<file path="config.mk">
export PLATFORM = sky130hd
export DESIGN_NAME = jedro_1_mem_arbiter_flat
export DESIGN_NICKNAME = d
export VERILOG_FILES = /design/src/rtl/jedro_1_mem_arbiter_pkg.sv /design/src/rtl/jedro_1_mem_arbiter_if.sv /design/src/rtl/jedro_1_mem_arbiter_tag_pipe.sv /design/src/rtl/jedro_1_mem_arbiter.sv /design/src/flat_wrapper.sv
export SDC_FILE = /design/constraint.sdc
export NUM_CORES = 1
export LEC_CHECK = 0
export BUFFER_PORTS_ARGS = -buffer_cell sky130_fd_sc_hd__buf_2
export CORE_AREA = 2 2 105 107
export DETAILED_ROUTE_END_ITERATION = 10
export DIE_AREA = 0 0 107 109
export GPL_ROUTABILITY_DRIVEN = 0
export HOLD_SLACK_MARGIN = 0.06
export PLACE_DENSITY_LB_ADDON = 0.08
export SLEW_MARGIN = 15
export SYNTH_ARGS = -nofsm -noshare
export SYNTH_HDL_FRONTEND = slang
export SYNTH_SLANG_ARGS = --single-unit
</file>
<file path="constraint.sdc">
create_clock -name clk_i -period 3.4 [get_ports clk_i]
set_clock_uncertainty 0.1 [all_clocks]
set_input_delay 0.17 -clock clk_i [delete_from_list [all_inputs] [get_ports clk_i]]
set_output_delay 0.17 -clock clk_i [all_outputs]
set_load 0.02 [all_outputs]
</file>
<file path="src/rtl/jedro_1_mem_arbiter_pkg.sv">
// Shared types for the jedro_1 instruction/data RAM arbiter.
// Latency: n/a (types, constants and a tag builder only).
// Backpressure: n/a.
package jedro_1_mem_arb_pkg;

  typedef enum logic [1:0] {OWN_NONE, OWN_I, OWN_D} owner_e;

  typedef struct packed {
    logic   valid;
    owner_e owner;
    logic   is_write;
  } arb_tag_t;

  localparam int MAX_RD_LATENCY = 4;

  // Builds the tag recorded for the access issued this cycle.
  function automatic arb_tag_t make_tag(input logic i_win, input logic d_win, input logic we);
    arb_tag_t t;
    t.valid    = i_win | d_win;
    t.owner    = d_win ? OWN_D : (i_win ? OWN_I : OWN_NONE);
    t.is_write = d_win & we;
    return t;
  endfunction

endpackage

</file>
<file path="src/rtl/jedro_1_mem_arbiter_if.sv">
// Bundle of the instr port, data port and RAM port seen by the arbiter.
// Latency: n/a (wiring only).
// Backpressure: req is held by the requester until its gnt is seen high.
interface jedro_1_mem_arbiter_if #(
  parameter int ADDR_WIDTH = 32,
  parameter int DATA_WIDTH = 32
) ();

  logic                    i_req_i;
  logic [ADDR_WIDTH-1:0]   i_addr_i;
  logic                    i_gnt_o;
  logic                    i_rvalid_o;
  logic [DATA_WIDTH-1:0]   i_rdata_o;

  logic                    d_req_i;
  logic                    d_we_i;
  logic [DATA_WIDTH/8-1:0] d_be_i;
  logic [ADDR_WIDTH-1:0]   d_addr_i;
  logic [DATA_WIDTH-1:0]   d_wdata_i;
  logic                    d_gnt_o;
  logic                    d_rvalid_o;
  logic [DATA_WIDTH-1:0]   d_rdata_o;

  logic                    ram_en_o;
  logic [DATA_WIDTH/8-1:0] ram_we_o;
  logic [ADDR_WIDTH-1:0]   ram_addr_o;
  logic [DATA_WIDTH-1:0]   ram_wdata_o;
  logic [DATA_WIDTH-1:0]   ram_rdata_i;

  // Arbiter side.
  modport slave (
    input  i_req_i, i_addr_i,
    input  d_req_i, d_we_i, d_be_i, d_addr_i, d_wdata_i,
    input  ram_rdata_i,
    output i_gnt_o, i_rvalid_o, i_rdata_o,
    output d_gnt_o, d_rvalid_o, d_rdata_o,
    output ram_en_o, ram_we_o, ram_addr_o, ram_wdata_o
  );

  // Requester and RAM side.
  modport master (
    output i_req_i, i_addr_i,
    output d_req_i, d_we_i, d_be_i, d_addr_i, d_wdata_i,
    output ram_rdata_i,
    input  i_gnt_o, i_rvalid_o, i_rdata_o,
    input  d_gnt_o, d_rvalid_o, d_rdata_o,
    input  ram_en_o, ram_we_o, ram_addr_o, ram_wdata_o
  );

endinterface

</file>
<file path="src/rtl/jedro_1_mem_arbiter_tag_pipe.sv">
// Shift register carrying the owner tag of each issued RAM access.
// Latency: DEPTH cycles from issue_tag to resp_tag.
// Backpressure: none, advances every cycle; sync active-low clear drops everything in flight.
module jedro_1_mem_arb_tag_pipe
  import jedro_1_mem_arb_pkg::*;
#(
  parameter int DEPTH = 1
) (
  input  logic     clk,
  input  logic     rstn,
  input  arb_tag_t issue_tag,
  output arb_tag_t resp_tag
);

  arb_tag_t stage [DEPTH];

  // Shift tags one stage per cycle; clearing on reset discards in-flight reads.
  always_ff @(posedge clk) begin
    if (!rstn) begin
      for (int k = 0; k < DEPTH; k++) stage[k] <= '0;
    end else begin
      stage[0] <= issue_tag;
      for (int k = 1; k < DEPTH; k++) stage[k] <= stage[k-1];
    end
  end

  assign resp_tag = stage[DEPTH-1];

endmodule

</file>
<file path="src/rtl/jedro_1_mem_arbiter.sv">
// Shares one single-port sync RAM between the jedro_1 instr-fetch and load/store ports.
// Latency: zero-cycle grant; response exactly RD_LATENCY cycles after grant, in order, 1/cycle.
// Backpressure: loser sees gnt low and holds req; JEDRO_1_ARB_RR_EN selects round-robin over fixed data priority.
module jedro_1_mem_arbiter
  import jedro_1_mem_arb_pkg::*;
#(
  parameter int ADDR_WIDTH   = 32,
  parameter int DATA_WIDTH   = 32,
  parameter int RD_LATENCY   = 1,
  parameter int STARVE_LIMIT = 4
) (
  input logic                  clk_i,
  input logic                  rstn_i,
  jedro_1_mem_arbiter_if.slave bus
);

  localparam int BE_WIDTH = DATA_WIDTH / 8;
  // Out-of-range latencies are clamped so the tag pipe is always legal.
  localparam int LAT = (RD_LATENCY < 1) ? 1 :
                       (RD_LATENCY > MAX_RD_LATENCY) ? MAX_RD_LATENCY : RD_LATENCY;

  logic                  i_gnt;
  logic                  d_gnt;
  logic                  i_rvalid;
  logic                  d_rvalid;
  logic [DATA_WIDTH-1:0] i_rdata;
  logic [DATA_WIDTH-1:0] d_rdata;
  logic [BE_WIDTH-1:0]   ram_we;
  logic [ADDR_WIDTH-1:0] ram_addr;
  logic [DATA_WIDTH-1:0] ram_wdata;
  arb_tag_t              issue_tag;
  arb_tag_t              resp_tag;

`ifdef JEDRO_1_ARB_RR_EN
  owner_e last_owner;
`else
  localparam int                   CNT_WIDTH = $clog2(STARVE_LIMIT + 1);
  localparam logic [CNT_WIDTH-1:0] CNT_MAX   = CNT_WIDTH'(STARVE_LIMIT);
  logic [CNT_WIDTH-1:0]            stall_cnt;
`endif

  // Pick at most one winner; a lone requester always wins, nothing is granted in reset.
  always_comb begin
    i_gnt = 1'b0;
    d_gnt = 1'b0;
    if (rstn_i) begin
      if (bus.i_req_i && bus.d_req_i) begin
`ifdef JEDRO_1_ARB_RR_EN
        if (last_owner == OWN_I) d_gnt = 1'b1;
        else                     i_gnt = 1'b1;
`else
        if (stall_cnt == CNT_MAX) i_gnt = 1'b1;
        else                      d_gnt = 1'b1;
`endif
      end else begin
        i_gnt = bus.i_req_i;
        d_gnt = bus.d_req_i;
      end
    end
  end

`ifdef JEDRO_1_ARB_RR_EN
  // Remember who won last so the other port takes the next contended cycle.
  always_ff @(posedge clk_i) begin
    if (!rstn_i)    last_owner <= OWN_NONE;
    else if (i_gnt) last_owner <= OWN_I;
    else if (d_gnt) last_owner <= OWN_D;
  end
`else
  // Count consecutive cycles instr waits; saturation forces an instr win.
  always_ff @(posedge clk_i) begin
    if (!rstn_i) begin
      stall_cnt <= '0;
    end else if (bus.i_req_i && !i_gnt) begin
      if (stall_cnt != CNT_MAX) stall_cnt <= stall_cnt + CNT_WIDTH'(1);
    end else begin
      stall_cnt <= '0;
    end
  end
`endif

  // RAM port follows the winner in the same cycle.
  assign ram_we    = (d_gnt && bus.d_we_i) ? bus.d_be_i : '0;
  assign ram_addr  = d_gnt ? bus.d_addr_i : bus.i_addr_i;
  assign ram_wdata = d_gnt ? bus.d_wdata_i : '0;

  assign bus.i_gnt_o     = i_gnt;
  assign bus.d_gnt_o     = d_gnt;
  assign bus.ram_en_o    = i_gnt | d_gnt;
  assign bus.ram_we_o    = ram_we;
  assign bus.ram_addr_o  = ram_addr;
  assign bus.ram_wdata_o = ram_wdata;

  assign issue_tag = make_tag(i_gnt, d_gnt, bus.d_we_i);

  jedro_1_mem_arb_tag_pipe #(
    .DEPTH (LAT)
  ) u_tag_pipe (
    .clk       (clk_i),
    .rstn      (rstn_i),
    .issue_tag (issue_tag),
    .resp_tag  (resp_tag)
  );

  // Route RAM read data back to the tagged owner; idle and write responses read as 0.
  assign i_rvalid = resp_tag.valid && (resp_tag.owner == OWN_I);
  assign d_rvalid = resp_tag.valid && (resp_tag.owner == OWN_D);
  assign i_rdata  = i_rvalid ? bus.ram_rdata_i : '0;
  assign d_rdata  = (d_rvalid && !resp_tag.is_write) ? bus.ram_rdata_i : '0;

  assign bus.i_rvalid_o = i_rvalid;
  assign bus.i_rdata_o  = i_rdata;
  assign bus.d_rvalid_o = d_rvalid;
  assign bus.d_rdata_o  = d_rdata;

endmodule

</file>
<file path="src/flat_wrapper.sv">
// flat-port wrapper written by rule: the top's interface ports become plain ports
module jedro_1_mem_arbiter_flat import jedro_1_mem_arb_pkg::*;
#(
  parameter int ADDR_WIDTH   = 32,
  parameter int DATA_WIDTH   = 32,
  parameter int RD_LATENCY   = 1,
  parameter int STARVE_LIMIT = 4
)
  (clk_i, rstn_i, bus_i_req_i, bus_i_addr_i, bus_d_req_i, bus_d_we_i, bus_d_be_i, bus_d_addr_i, bus_d_wdata_i, bus_ram_rdata_i, bus_i_gnt_o, bus_i_rvalid_o, bus_i_rdata_o, bus_d_gnt_o, bus_d_rvalid_o, bus_d_rdata_o, bus_ram_en_o, bus_ram_we_o, bus_ram_addr_o, bus_ram_wdata_o);
  jedro_1_mem_arbiter_if #(.ADDR_WIDTH(ADDR_WIDTH), .DATA_WIDTH(DATA_WIDTH)) bus_i ();
  input logic clk_i;
  input logic rstn_i;
  input wire logic [$bits(bus_i.i_req_i)-1:0] bus_i_req_i;
  input wire logic [$bits(bus_i.i_addr_i)-1:0] bus_i_addr_i;
  input wire logic [$bits(bus_i.d_req_i)-1:0] bus_d_req_i;
  input wire logic [$bits(bus_i.d_we_i)-1:0] bus_d_we_i;
  input wire logic [$bits(bus_i.d_be_i)-1:0] bus_d_be_i;
  input wire logic [$bits(bus_i.d_addr_i)-1:0] bus_d_addr_i;
  input wire logic [$bits(bus_i.d_wdata_i)-1:0] bus_d_wdata_i;
  input wire logic [$bits(bus_i.ram_rdata_i)-1:0] bus_ram_rdata_i;
  output wire logic [$bits(bus_i.i_gnt_o)-1:0] bus_i_gnt_o;
  output wire logic [$bits(bus_i.i_rvalid_o)-1:0] bus_i_rvalid_o;
  output wire logic [$bits(bus_i.i_rdata_o)-1:0] bus_i_rdata_o;
  output wire logic [$bits(bus_i.d_gnt_o)-1:0] bus_d_gnt_o;
  output wire logic [$bits(bus_i.d_rvalid_o)-1:0] bus_d_rvalid_o;
  output wire logic [$bits(bus_i.d_rdata_o)-1:0] bus_d_rdata_o;
  output wire logic [$bits(bus_i.ram_en_o)-1:0] bus_ram_en_o;
  output wire logic [$bits(bus_i.ram_we_o)-1:0] bus_ram_we_o;
  output wire logic [$bits(bus_i.ram_addr_o)-1:0] bus_ram_addr_o;
  output wire logic [$bits(bus_i.ram_wdata_o)-1:0] bus_ram_wdata_o;
  assign bus_i.i_req_i = bus_i_req_i;
  assign bus_i.i_addr_i = bus_i_addr_i;
  assign bus_i.d_req_i = bus_d_req_i;
  assign bus_i.d_we_i = bus_d_we_i;
  assign bus_i.d_be_i = bus_d_be_i;
  assign bus_i.d_addr_i = bus_d_addr_i;
  assign bus_i.d_wdata_i = bus_d_wdata_i;
  assign bus_i.ram_rdata_i = bus_ram_rdata_i;
  assign bus_i_gnt_o = bus_i.i_gnt_o;
  assign bus_i_rvalid_o = bus_i.i_rvalid_o;
  assign bus_i_rdata_o = bus_i.i_rdata_o;
  assign bus_d_gnt_o = bus_i.d_gnt_o;
  assign bus_d_rvalid_o = bus_i.d_rvalid_o;
  assign bus_d_rdata_o = bus_i.d_rdata_o;
  assign bus_ram_en_o = bus_i.ram_en_o;
  assign bus_ram_we_o = bus_i.ram_we_o;
  assign bus_ram_addr_o = bus_i.ram_addr_o;
  assign bus_ram_wdata_o = bus_i.ram_wdata_o;
  jedro_1_mem_arbiter #(.ADDR_WIDTH(ADDR_WIDTH), .DATA_WIDTH(DATA_WIDTH), .RD_LATENCY(RD_LATENCY), .STARVE_LIMIT(STARVE_LIMIT)) u_core (.clk_i(clk_i), .rstn_i(rstn_i), .bus(bus_i));
endmodule
</file>
==> results.ini <==
[pwr]
powerDensity_nw_per_um2 = 171
leakagePower_nw = 1.82
switching_share_pct = 38.3
netSwitchingPower_uw = 190
peakVddDrop_mv = 0.0842
clkPwrFrac_pct = 23.2
seqPwrFrac_pct = 17.6
combPwrFrac_pct = 59.2
p_int_uw = 306

[drt]
num_vias = 2192
viasPerCell = 3.75
drc = 0
drt_wl_total_um = 6450
route.met3.wl_um = 800
wl_per_cell_um = 11.0
drt_iter0_drc = 35
wl_met1_um = 2020
top_layer = met5
route.met2.wl_um = 3550
ant_nets = 0
first_pass_iters = 3

[critical_path]
worstPathArrival_ns = 2.20
crit_fanout = 72
cp-start-kind = flop
critPathKind = reg -> out
endpoint_kind = output port
cp.required_ns = 3.13

[global_routing]
grt_pass1_wl_um = 9110
grt_pass1_vias = 1908
grt-ovfl-total = 0
antenna_found_initial = 1
grt.total_usage_pct = 9.80
grt_max_degree = 73

[clocking]
htree_levels = 1
hold_buffers = 0
numCtsBuffers = 3
cts_setup_buffers = 0
cts_root_buf = clkbuf_8
path_clk_slew_ns = 0.04
cts_tree = built
clock_sinks = 7
clk_latency_ns = 0.22
cts_resized = 0
ctsLongestPathBuffers = 2

[synth]
syn_inst = 178
ys_types = 21
ys_top_cells_by_area = and2_1 (44%), mux2_2 (25%), dfxtp_1 (10%)
seq_area_frac_synth_pct = 10.3
yosys.area_share.simple_pct = 51.5
synth_nets = 317
synth-compound-area-share_pct = 2.75
synth_top_area_share_pct = 44.5
ys_ff_latch = 7
synthMuxAreaShare_pct = 27.1
synth.cell_area_um2 = 1370
synth_top_family_by_area = simple AND/OR/NAND/NOR gates
synth_xor_area_share_pct = 0
ys.warnings.count = 0
avgSynthCellArea_um2 = 7.67
yosys.area.top_type = and2_1
synth_fa_ha_area_share_pct = 1.83

[final_layout]
area_delta_synth_final_pct = 113
fin_nets = 585
drive_above_1_share_pct = 70.3
mostFrequentLayoutCells = buf_2 (273), and2_1 (97), mux2_2 (30)
fill_cells = 1193
num_antenna_cells = 0
final_common_cell = buf_2

[flow_run]
max_cap_violations = 0

[floorplanning]
core_region_area_um2 = 10600
start_util_pct = 12.9
die_w_um = 107
die_h_um = 109
ios = 274
die-area_um2 = 11700
std_cell_rows = 38

[timing]
fmaxAchievable_mhz = 405
setup_violations = 0
fin_ws_ns = 0.930
tightest_slew_ns = 0.663
final.period_utilization_pct = 72.7
drv_slew = 0
max_slew_margin_pct = 55.8
min_period_ns = 2.47
rsz0062_at_grt = false
hold_violations = 0
tns_ns = 0

[placement]
hpwlAfterDp_um = 5660
post-place-ws_ns = 1.13
io_buffers = 273

[hold_path]
hold_path.class = in -> reg

[status]
outcome = completed

registers in the layout, summed over array words and instances, names as in the netlist:
| register | cells |
|---|---|
| u_core.stall_cnt | 3 |
| u_core.u_tag_pipe.stage | 4 |
Yosys cell counts:
cell	instances
buf_2	1
and2_1	97
nand3_1	1
a31oi_1	1
or2_2	2
mux2_1	2
clkbuf_8	2
nor2_1	4
mux2i_1	1
a31oi_4	1
nand2_1	5
inv_1	3
ha_1	2
mux2_2	30
nor3_1	1
and3_1	4
buf_6	1
clkbuf_1	9
dfxtp_1	7
a21oi_1	2
nor3b_1	2
routing by layer:
layer | up-vias | track usage, %
met1 | 934 | 8.85
met3 | 6 | 3.35
li1 | 1106 | -
met2 | 144 | 20.1
met5 | - | 0
met4 | 2 | 3.34
critical path, stage by stage (launching register included):
cell and delay (ns):
dfxtp_1 0.34, inv_1 0.05, ha_1 0.25, a31oi_4 0.18, buf_4 0.55, mux2_2 0.41
buf_2 0.16
metrics by stage:
stage,power [mW],instance area [um^2],cells,utilization [%],hold WS [ns]
after global placement,0.387,2860,581,26.9,0.317
after detailed placement,0.387,2860,581,26.9,0.326
after CTS,0.506,2900,585,27.4,0.0903
final,0.496,2900,585,27.4,0.0922
after floorplan,0.249,1370,178,-,0.159
after global routing,0.535,2900,585,27.4,0.109
power groups by stage:
stage / Clock (mW) / Combinational [mW] / Sequential (mW)
after floorplan: 0 / 0.161 / 0.0883
final: 0.115 / 0.294 / 0.0874
after CTS: 0.119 / 0.299 / 0.0874
after detailed placement: 0 / 0.298 / 0.0888
after global placement: 0 / 0.298 / 0.0889
after global routing: 0.128 / 0.319 / 0.0877
logic make-up (layout without fill, tap and decap cells):
logic type	Yosys count	count (layout)
fa+ha+maj	2	2
simple gates	116	116
buf+inv	16	283
flops	7	7
mux	33	33
compound gates	4	4
path summary, 6_finish.rpt:
kind | start | endpoint | slack [ns] | cells past startpoint
setup / recovery | u_core.stall_cnt[0] | bus_ram_addr_o[10] | 0.93 | 6
hold reg to reg | u_core.stall_cnt[0] | u_core.stall_cnt[0] | 0.35 | 1
hold / removal | bus_d_req_i | u_core.u_tag_pipe.stage[0][1] | 0.09 | 2
setup reg to reg | u_core.stall_cnt[0] | u_core.u_tag_pipe.stage[0][3] | 1.61 | 5
final cells by class:
class	instances	area [um^2]	share of cell area [%]
timing repair buffer	276	1390	47.9
multi-input combinational	155	1140	39.3
tap	140	175	6.04
sequential	7	140	4.83
clock buffer	4	45.0	1.55
inverter	3	11.3	0.388
(Power assumes the default switching activity.)
